[src/rtl/renkon_output_gather.sv]
// Gathers results from CORE parallel cores onto one output register: manual index select or an
// auto-drain FSM streaming every core buffer out under valid/ready. RENKON_OUT_RELU_EN adds ReLU.
module renkon_output_gather #(
    parameter int unsigned DWIDTH  = 16,
    parameter int unsigned CORE    = 8,
    parameter int unsigned CORELOG = 3,
    parameter int unsigned WORDLOG = 10
) (
    input  logic                     clk,
    input  logic                     xrst,
    input  logic                     mode,
    input  logic [CORELOG:0]         output_re,
    input  logic [CORE*DWIDTH-1:0]   read_output_all,
    input  logic                     start,
    input  logic [CORELOG:0]         n_core,
    input  logic [WORDLOG:0]         n_word,
    output logic                     rd_en,
    output logic [WORDLOG-1:0]       rd_addr,
    output logic signed [DWIDTH-1:0] read_output,
    output logic                     out_valid,
    input  logic                     out_ready,
    output logic                     busy,
    output logic                     done
);

    localparam int unsigned NSEL = 2 ** (CORELOG + 1);
    localparam logic [CORELOG:0] CORE_W   = (CORELOG + 1)'(CORE);
    localparam logic [CORELOG:0] CORE_ONE = {{CORELOG{1'b0}}, 1'b1};
    localparam logic [WORDLOG:0] WORD_ONE = {{WORDLOG{1'b0}}, 1'b1};

    typedef enum logic [2:0] {StIdle, StFetch, StWait, StHold, StDone} state_e;

    state_e             state_q, state_d;
    logic [CORELOG:0]   core_idx_q, core_idx_d, n_core_q, n_core_d;
    logic [WORDLOG:0]   word_idx_q, word_idx_d, n_word_q, n_word_d;
    logic [DWIDTH-1:0]  read_output_q, read_output_d;
    logic               out_valid_q, out_valid_d;
    logic               busy_q, busy_d, done_q, done_d, rd_en_q, rd_en_d;
    logic [WORDLOG-1:0] rd_addr_q, rd_addr_d;
    logic [CORELOG:0]   sel;

    // Select table padded to the full select range so out-of-range indices read as zero.
    logic [DWIDTH-1:0] core_word [NSEL];
    for (genvar i = 0; i < NSEL; i++) begin : g_sel
        if (i < CORE) begin : g_core
            assign core_word[i] = read_output_all[i*DWIDTH +: DWIDTH];
        end else begin : g_pad
            assign core_word[i] = '0;
        end
    end

    function automatic logic [DWIDTH-1:0] relu(input logic [DWIDTH-1:0] x);
`ifdef RENKON_OUT_RELU_EN
        return x[DWIDTH-1] ? '0 : x;
`else
        return x;
`endif
    endfunction

    assign sel = output_re - CORE_ONE;

    always_comb begin
        state_d       = state_q;
        core_idx_d    = core_idx_q;
        word_idx_d    = word_idx_q;
        n_core_d      = n_core_q;
        n_word_d      = n_word_q;
        read_output_d = read_output_q;
        out_valid_d   = out_valid_q;
        busy_d        = busy_q;
        unique case (state_q)
            StIdle: begin
                if (start && mode) begin
                    n_core_d    = (n_core > CORE_W) ? CORE_W : n_core;
                    n_word_d    = n_word;
                    core_idx_d  = '0;
                    word_idx_d  = '0;
                    busy_d      = 1'b1;
                    out_valid_d = 1'b0;
                    state_d     = (n_core == '0 || n_word == '0) ? StDone : StFetch;
                end else begin
                    read_output_d = relu(core_word[sel]);
                    out_valid_d   = (output_re != '0) && (output_re <= CORE_W);
                end
            end
            StFetch: state_d = StWait;
            StWait: begin
                read_output_d = relu(core_word[core_idx_q]);
                out_valid_d   = 1'b1;
                state_d       = StHold;
            end
            StHold: begin
                if (out_ready) begin
                    out_valid_d = 1'b0;
                    if (word_idx_q < n_word_q - WORD_ONE) begin
                        word_idx_d = word_idx_q + WORD_ONE;
                        state_d    = StFetch;
                    end else if (core_idx_q < n_core_q - CORE_ONE) begin
                        word_idx_d = '0;
                        core_idx_d = core_idx_q + CORE_ONE;
                        state_d    = StFetch;
                    end else begin
                        state_d = StDone;
                    end
                end
            end
            StDone: begin
                busy_d  = 1'b0;
                state_d = StIdle;
            end
            default: state_d = StIdle;
        endcase
        // Strobes are registered from the next state so they line up with it exactly.
        rd_en_d   = (state_d == StFetch);
        rd_addr_d = rd_en_d ? word_idx_d[WORDLOG-1:0] : '0;
        done_d    = (state_d == StDone);
    end

    always_ff @(posedge clk) begin
        if (!xrst) begin
            state_q       <= StIdle;
            core_idx_q    <= '0;
            word_idx_q    <= '0;
            n_core_q      <= '0;
            n_word_q      <= '0;
            read_output_q <= '0;
            out_valid_q   <= 1'b0;
            busy_q        <= 1'b0;
            done_q        <= 1'b0;
            rd_en_q       <= 1'b0;
            rd_addr_q     <= '0;
        end else begin
            state_q       <= state_d;
            core_idx_q    <= core_idx_d;
            word_idx_q    <= word_idx_d;
            n_core_q      <= n_core_d;
            n_word_q      <= n_word_d;
            read_output_q <= read_output_d;
            out_valid_q   <= out_valid_d;
            busy_q        <= busy_d;
            done_q        <= done_d;
            rd_en_q       <= rd_en_d;
            rd_addr_q     <= rd_addr_d;
        end
    end

    assign read_output = read_output_q;
    assign out_valid   = out_valid_q;
    assign busy        = busy_q;
    assign done        = done_q;
    assign rd_en       = rd_en_q;
    assign rd_addr     = rd_addr_q;

endmodule
[config.mk]
export PLATFORM = sky130hd
export DESIGN_NAME = renkon_output_gather
export DESIGN_NICKNAME = d
export VERILOG_FILES = /design/src/rtl/renkon_output_gather.sv
export SDC_FILE = /design/constraint.sdc
export NUM_CORES = 1
export LEC_CHECK = 0
export ABC_CLOCK_PERIOD_IN_PS = 7750
export CAP_MARGIN = 25
export CORE_UTILIZATION = 49
export DETAILED_ROUTE_END_ITERATION = 10
export GPL_TIMING_DRIVEN = 0
export PLACE_DENSITY_LB_ADDON = 0.2
export SLEW_MARGIN = 40
export SYNTH_ARGS = -nofsm -noshare
export SYNTH_HDL_FRONTEND = slang
export SYNTH_SLANG_ARGS = --single-unit
[constraint.sdc]
create_clock -name clk -period 7.75 [get_ports clk]
set_clock_uncertainty 0.2 [all_clocks]
set_input_delay 1.1625 -clock clk [delete_from_list [all_inputs] [get_ports clk]]
set_output_delay 1.1625 -clock clk [all_outputs]
set_load 0.02 [all_outputs]
# ---- Yosys cells after proc, flatten, opt, wreduce, memory -nomap -nowiden
# Cells that the tools add are included.
dict set report classes {
  add_sub_neg 5
  magnitude_cmp 6
  n_eq_ne 12
  muxes 30
  bitwise_logic 2
  reduce_logical 18
}
# op count
set op_table {}
lappend op_table {{$bmux W16 S4} 2}
lappend op_table {{$mux W16} 5}
lappend op_table {{$mux W11} 4}
lappend op_table {{$pmux W16 S2} 1}
lappend op_table {{$pmux W11 S2} 1}
lappend op_table {{$mux W4} 5}
lappend op_table {{$mux W3} 5}
lappend op_table {{$pmux W3 S4} 1}
lappend op_table {{$add A11 B1 Y11 const B} 1}
lappend op_table {{$logic_not A11 Y1} 1}
lappend op_table {{$lt A11 B11 Y1} 1}
lappend op_table {{$sub A11 B1 Y11 const B} 1}
lappend op_table {{$ge A5 B5 Y1 const B} 2}
lappend op_table {{$ne A2 B2 Y1 const B} 5}
lappend op_table {{$not A4 Y5} 2}
lappend op_table {{$reduce_and A2 Y1} 5}
lappend op_table {{$pmux W4 S2} 1}
lappend op_table {{$sub A4 B1 Y4 const B} 2}
lappend op_table {{$eq A3 B1 Y1 const B} 2}
lappend op_table {{$eq A3 B2 Y1 const B} 2}
lappend op_table {{$eq A3 B3 Y1 const B} 2}
lappend op_table {{$reduce_bool A2 Y1} 3}
lappend op_table {{$reduce_and A5 Y1} 1}
lappend op_table {{$add A4 B1 Y4 const B} 1}
lappend op_table {{other kinds (14)} 17}
dict set report totals {
  register_bits 63
  output_inout_bits 30
  wordCells 85
}

# ---- Logic depth before layout (Yosys ltp)
# Gate-level depths: netlist (run 1).
dict set report logic_depth {
  depth_word 8
  ltp_mapped 14
  mapped_depth_nobuf 12
}

# ---- Worst setup path before layout (run 1)
# OpenSTA, ideal clock, no wires.
dict set report synth_path {
  kind {in2reg}
  startpoint {in output_re[0]}
  endpoint {reg read_output_q[10] (netlist: read_output[10])}
  setup_time_ns 0.128
  arrival_time_ns 3.188
  t_required_ns 7.422
  slack_ns 4.234
  path_stages 10
  n_path_buf 3
  cell_sequence {buf_2 -> buf_2 -> inv_1 -> ha_1 -> xor2_1 -> buf_4 -> mux2i_1 -> o221ai_1 -> o21ai_0 -> nor2_1}
}
dict set report synth_between {
  elab_chain_len 7
}
# item line_no
set synth_rtl {}
lappend synth_rtl {{from (decl)} 12} ;# input logic [CORELOG:0] output_re,
lappend synth_rtl {{$sub A4 B1 Y4} 60} ;# assign sel = output_re - CORE_ONE;
lappend synth_rtl {{$not A4 Y5 (implied by the code)} 82} ;# read_output_d = relu(core_word[sel]);
lappend synth_rtl {{$bmux W16 S4} 82}
lappend synth_rtl {{$mux W16 (implied by the code) (2 in series)} 82}
lappend synth_rtl {{$mux W16} 73} ;# if (start && mode) begin
lappend synth_rtl {{$pmux W16 S2} 71} ;# unique case (state_q)
lappend synth_rtl {{to (signal assigned)} 138} ;# read_output_q <= read_output_d;
lappend synth_rtl {{to (decl)} 36} ;# logic [DWIDTH-1:0] read_output_q, read_output_d;
# No other way between the ends. The select of a mux whose other input is x is not followed.
# A chain may end at the register's enable or synchronous reset.

# ---- Final worst setup path (run 1)
# Ends and elaborated chain as after synthesis.

==> impl_metrics.tcl, run 1 <==
set metrics [dict create \
    drv_slew 0 \
    cp.arrival_ns 3.75 \
    vias 5059 \
    synth_seq_cells 63 \
    finalSetupViolCount 0 \
    cts_root_buf "clkbuf_8" \
    area_growth_pct 44.0 \
    final_area_sq_um 7180 \
    met3_length_um 1210 \
    synth_most_common_cell "mux4_2" \
    netlist_area_sq_um 4980 \
    status "complete, no violations" \
    fin_tns_setup_ns 0 \
    r2r-start "n_word_q[5]" \
    slew-limit-headroom 0.450 \
    synth_edf_count 0 \
    hold_path_depth 2 \
    clk_latency_ns 0.35 \
    synth-async-reset-ratio 0 \
    synth_cell_types 48 \
    drtIter0Drc 229 \
    grt_usage 0.308 \
    grt_overflow 0 \
    n_fill_cell 734 \
    worst_r2r_path_depth 10 \
    start_util 0.508 \
    hold_buffers 0 \
    grt_pass1_wl_um 24500 \
    cts_tree "built" \
    max_freq_mhz 267 \
    met1_length_um 5670 \
    top_layer "met4" \
    ant_nets 0 \
    drive_gt1_frac 0.148 \
    htreeDepth 3 \
    post-route-min-period_ns 3.74 \
    antenna_found_initial 0 \
    cts_num_sinks 63 \
    cellPowerDensity_nw_per_um2 148 \
    cts-buffers-inserted 9 \
    dieArea_sq_um 10600 \
    clk_pin_slew_ns 0.08 \
    vdd_ir_drop_max_mv 0.119 \
    yosysWarnings 0 \
    num-nets-final 853 \
    worst_pin_slew_ns 0.822 \
    place_area_sq_um 6950 \
    core_sq_um 9820 \
    ios 182 \
    grt_pass1_vias 5203 \
    clock_path_buffers 2 \
    dr.pass1.iters 5 \
    syn-num-nets 662 \
    reg2reg_slack_ns 4.16 \
    crit_required_ns 7.76 \
    seq_area_frac_synth 0.253 \
    antennaDiodeCount 0 \
    grt_setup_unrepaired "false" \
    holdPathEnd "n_core_q[3]" \
    cp-end-kind "flop" \
    synth_flop_cell "dfxtp_1" \
    synth_common_cells "64 x mux4_2, 63 x dfxtp_1, 51 x nor2_1" \
    crit_start "output_re[0]" \
    drc 0 \
    routedWlPerCell_um 19.5 \
    grt_start_max_net_pins 14 \
    syn-instance-count 491 \
    cts_setup_buffers 0 \
    worstSetupPathType "input port to flop" \
    critPathLaunchType "input port" \
    critPathMaxFanout 10 \
    synth_largest_area_cell "mux4_2" \
    cts_resized 0 \
    io_buffers 180 \
    hold_start "n_core_q[3]" \
    hpwl_um 13000 \
    holdCritPathClass "flop to flop" \
    wirelength_um 16000 \
    viasPerCell 6.17 \
    r2r_end "rd_addr[7]" \
    finalHoldViolCount 0 \
    place_congestion 0.877 \
    synth_top_area_frac 0.289 \
    rows 36 \
    p_leak_nw 2.54 \
    cap_violations 0 \
    syn_avg_cell_area_sq_um 10.2 \
    period_share 0.483 \
    wl_met2_um 8520 \
    netlist_top_cells_area "mux4_2 29%, dfxtp_1 25%, mux2i_1 6.8%" \
    dieWidth_um 103 \
    dieHeight_um 103 \
]
## kinds of logic after synthesis
logic type,share of synthesized area
compound gates,0.126
mux,0.357
flops,0.253
buf+inv,0.0427
simple gates,0.143
fa+ha+maj,0.0477
xor+xnor,0.0299
## where the power goes
part | internal, mW | total [mW] | switching (mW) | leakage, nW
combinational | 0.209 | 0.379 | 0.169 | 1.91
clock | 0.185 | 0.328 | 0.143 | 0.115
sequential | 0.342 | 0.354 | 0.0118 | 0.513
total | 0.736 | 1.06 | 0.324 | 2.54
## worst max path at each step
stage | endpoint | slack (ns)
after floorplan | read_output[10] | 4.23
after global placement | read_output[10] | 3.75
after detailed placement | read_output[10] | 3.63
after CTS | read_output[10] | 4.00
after global routing | read_output[10] | 3.89
final | read_output[10] | 4.01
## through the flow
stage	total power, mW	std cells	hold slack, ns	utilization	setup slack, ns
floorplan	0.574	491	0.245	-	4.23
global route	1.11	820	0.312	0.731	3.89
CTS	1.06	820	0.287	0.731	4.00
finish	1.06	820	0.287	0.731	4.01
detailed placement	0.736	804	0.272	0.708	3.63
global placement	0.725	804	0.264	0.708	3.75
## worst max-delay path, cell delays in order
cell      delay, ns
buf_2          0.19
buf_2          0.38
inv_1          0.12
ha_1           0.40
clkbuf_1       0.54
mux4_2         0.42
mux2i_1        0.18
o221ai_1       0.18
o21ai_0        0.12
nor2_1         0.06
## final cells by class
cell class	count	area (sq um)	area share
well taps	133	166	0.0232
clock inverters	7	100	0.0139
flip-flops and latches	63	1260	0.176
clock buffers	9	124	0.0173
repair buffers	180	1800	0.251
multi-input cells	379	3510	0.489
inverters	13	48.8	0.00680
plain buffers	36	164	0.0228
## sequential cells by signal (all words and copies together) (netlist names)
signal / flops
read_output: 16
n_word_q: 11
state_q: 3
out_valid: 1
rd_addr: 10
done: 1
busy: 1
core_idx_q: 4
rd_en: 1
n_core_q: 4
word_idx_q: 11
## cells in the final DEF (no fill, tap or decap), drive strengths merged, types with 18 or more instances in the layout
| master | netlist | final |
|---|---|---|
| a21oi | 24 | 24 |
| clkbuf | 20 | 29 |
| clkdlybuf4s50 | 0 | 180 |
| dfxtp | 63 | 63 |
| ha | 19 | 19 |
| mux2i | 34 | 34 |
| mux4 | 64 | 64 |
| nand2 | 46 | 46 |
| nor2 | 52 | 52 |
| nor3 | 18 | 18 |
| o21ai | 25 | 25 |
## metal layers
metal,track usage,up-vias
met1,0.323,2423
met3,0.0766,53
li1,-,2297
met5,0,-
met2,0.576,286
met4,0.144,0
Note: power is estimated with default switching activity, not from simulation.
==> run 2: changes to the inputs <==
- ABC_CLOCK_PERIOD_IN_PS: 7750 -> 3900
- CORE_UTILIZATION: 49 -> 46
- clock period: 7.75 -> 3.9 ns (I/O delays scaled with it)
==> run 2 against run 1 <==
  * Via count rose by 0.63%
  * Sequential power rose by 99%
  * First-iteration DRC count rose by 27%
  * Critical path depth did not move
  * Clock power rose by 79%
  * Largest power group unchanged
==> impl_metrics.tcl, run 2 (same netlist as run 1, synthesis figures left out) <==
set metrics [dict create \
    cts_resized 0 \
    cap_violations 0 \
    crit_required_ns 3.93 \
    mostFrequentLayoutCell "clkdlybuf4s50_1" \
    timing.hold.ws_ns 0.280 \
    max_freq_mhz 287 \
    htreeDepth 3 \
    period_share 0.893 \
    crit_buf_inv 0 \
    antenna_found_initial 0 \
    finalSetupViolCount 0 \
    rows 37 \
    cp.arrival_ns 3.51 \
    multi_input_area_sq_um 3510 \
    drive_gt1_frac 0.150 \
    largest_reg_flops 16 \
    clock_path_buffers 2 \
    fin_tns_setup_ns 0 \
    antennaDiodeCount 0 \
    core_sq_um 10400 \
    worst_pin_slew_ns 0.846 \
    finalHoldViolCount 0 \
    cellPowerDensity_nw_per_um2 286 \
    fin_cells 823 \
    worstPathCellList "or4_1, nor2_1, xnor2_1, ha_1, a2111oi_2, o21ai_1, o32ai_1, o21ai_2, a221oi_1, nor2_1" \
    grt_overflow 0 \
    grt_usage 0.299 \
    io_buffers 180 \
    grt_pass1_wl_um 26100 \
    vias 5091 \
    cts_num_sinks 63 \
    critPathMaxFanout 10 \
    cp-end-kind "flop" \
    regArea_sq_um 1260 \
    clk_latency_ns 0.35 \
    viasPerCell 6.19 \
    place_congestion 0.854 \
    crit_slowest_cell "or4_1" \
    holdCritPathClass "flop to flop" \
    wirelength_um 16500 \
    dr.pass1.iters 5 \
    num-nets-final 853 \
    dpl.cell_count 807 \
    crit_family "compound AO/OA/AOI/OAI gates" \
    hold_buffers 0 \
    grt_start_max_net_pins 14 \
    post-route-min-period_ns 3.48 \
    slew-limit-headroom 0.434 \
    drtIter0Drc 290 \
    ant_nets 0 \
    grt_pass1_vias 5393 \
    p_leak_nw 2.52 \
    clk_pin_slew_ns 0.08 \
    area_growth_pct 43.7 \
    cts_tree "built" \
    cpMostUsedCell "nor2_1" \
    hpwl_um 13400 \
    status "complete, no violations" \
    dieArea_sq_um 11300 \
    most-common-layout-cells "180 x clkdlybuf4s50_1, 64 x mux4_2, 63 x dfxtp_1, 51 x nor2_1, 46 x nand2_1" \
    drc 0 \
    dieWidth_um 106 \
    start_util 0.479 \
    cpPeakStageDelay_ns 0.56 \
    vdd_ir_drop_max_mv 0.215 \
    cts-buffers-inserted 9 \
    cts_setup_buffers 0 \
    cts_root_buf "clkbuf_8" \
    dieHeight_um 106 \
    worstSetupPathType "flop to flop" \
    critPathLaunchType "flop" \
    n_fill_cell 801 \
    grt_setup_unrepaired "false" \
    drv_slew 0 \
    routedWlPerCell_um 20.0 \
    ios 182 \
]
==> run 2: cell count changes in the layout (fill, tap and decap cells not counted), sizes merged <==
| cell | before | now |
|---|---|---|
| inv | 17 | 16 |
| clkinvlp | 0 | 1 |
| clkinv | 1 | 2 |
| bufinv | 2 | 1 |
==> run 2: final cells by class <==
| cell class | instances | share of cell area |
|---|---|---|
| Tap cell | 136 | 0.0238 |
| Timing Repair Buffer | 180 | 0.252 |
| Clock inverter | 7 | 0.0108 |
| Sequential cell | 63 | 0.176 |
| Buffer | 36 | 0.0229 |
| Inverter | 13 | 0.00681 |
| Multi-Input combinational cell | 379 | 0.491 |
| Clock buffer | 9 | 0.0173 |
==> run 2: worst paths after layout <==
path         cells past startpoint         from  slack [ns]          end
max reg2reg                     10  n_word_q[5]        0.42   rd_addr[2]
max                             10  n_word_q[5]        0.42   rd_addr[2]
min                              2  n_core_q[1]        0.28  n_core_q[1]
min reg2reg                      2  n_core_q[1]        0.28  n_core_q[1]
==> run 2: stage by stage <==
stage / cell area (sq um) / setup WS (ns) / total power [mW] / util
floorplan: 4980 / 0.811 / 1.14 / -
global placement: 6960 / 0.428 / 1.45 / 0.668
detailed placement: 6960 / 0.339 / 1.47 / 0.668
CTS: 7160 / 0.287 / 2.05 / 0.687
global route: 7160 / 0.0302 / 2.14 / 0.688
finish: 7160 / 0.418 / 2.05 / 0.688
==> run 2: report_power, final <==
| group | switching [mW] | internal (mW) |
|---|---|---|
| clock network | 0.287 | 0.302 |
| registers | 0.0235 | 0.679 |
| logic | 0.342 | 0.417 |
==> run 2: metal layers <==
metal,track usage,routed length [um],vias to the layer above
met5,0,0,-
met3,0.0699,1220,44
li1,-,-,2291
met4,0.135,612,0
met1,0.324,5970,2484
met2,0.549,8700,272
==> run 2: worst register-to-register path: stages, from the launching register on <==
cell	delay, ns
dfxtp_1	0.36
or4_1	0.56
nor2_1	0.15
xnor2_1	0.14
ha_1	0.28
a2111oi_2	0.32
o21ai_1	0.14
o32ai_1	0.46
o21ai_2	0.24
a221oi_1	0.43
nor2_1	0.08
==> run 3: changes to the inputs <==
- SKIP_LAST_GASP: unset -> 1
==> results of run 3 <==
No change in the layout: final DEF, timing and power equal those of run 2.
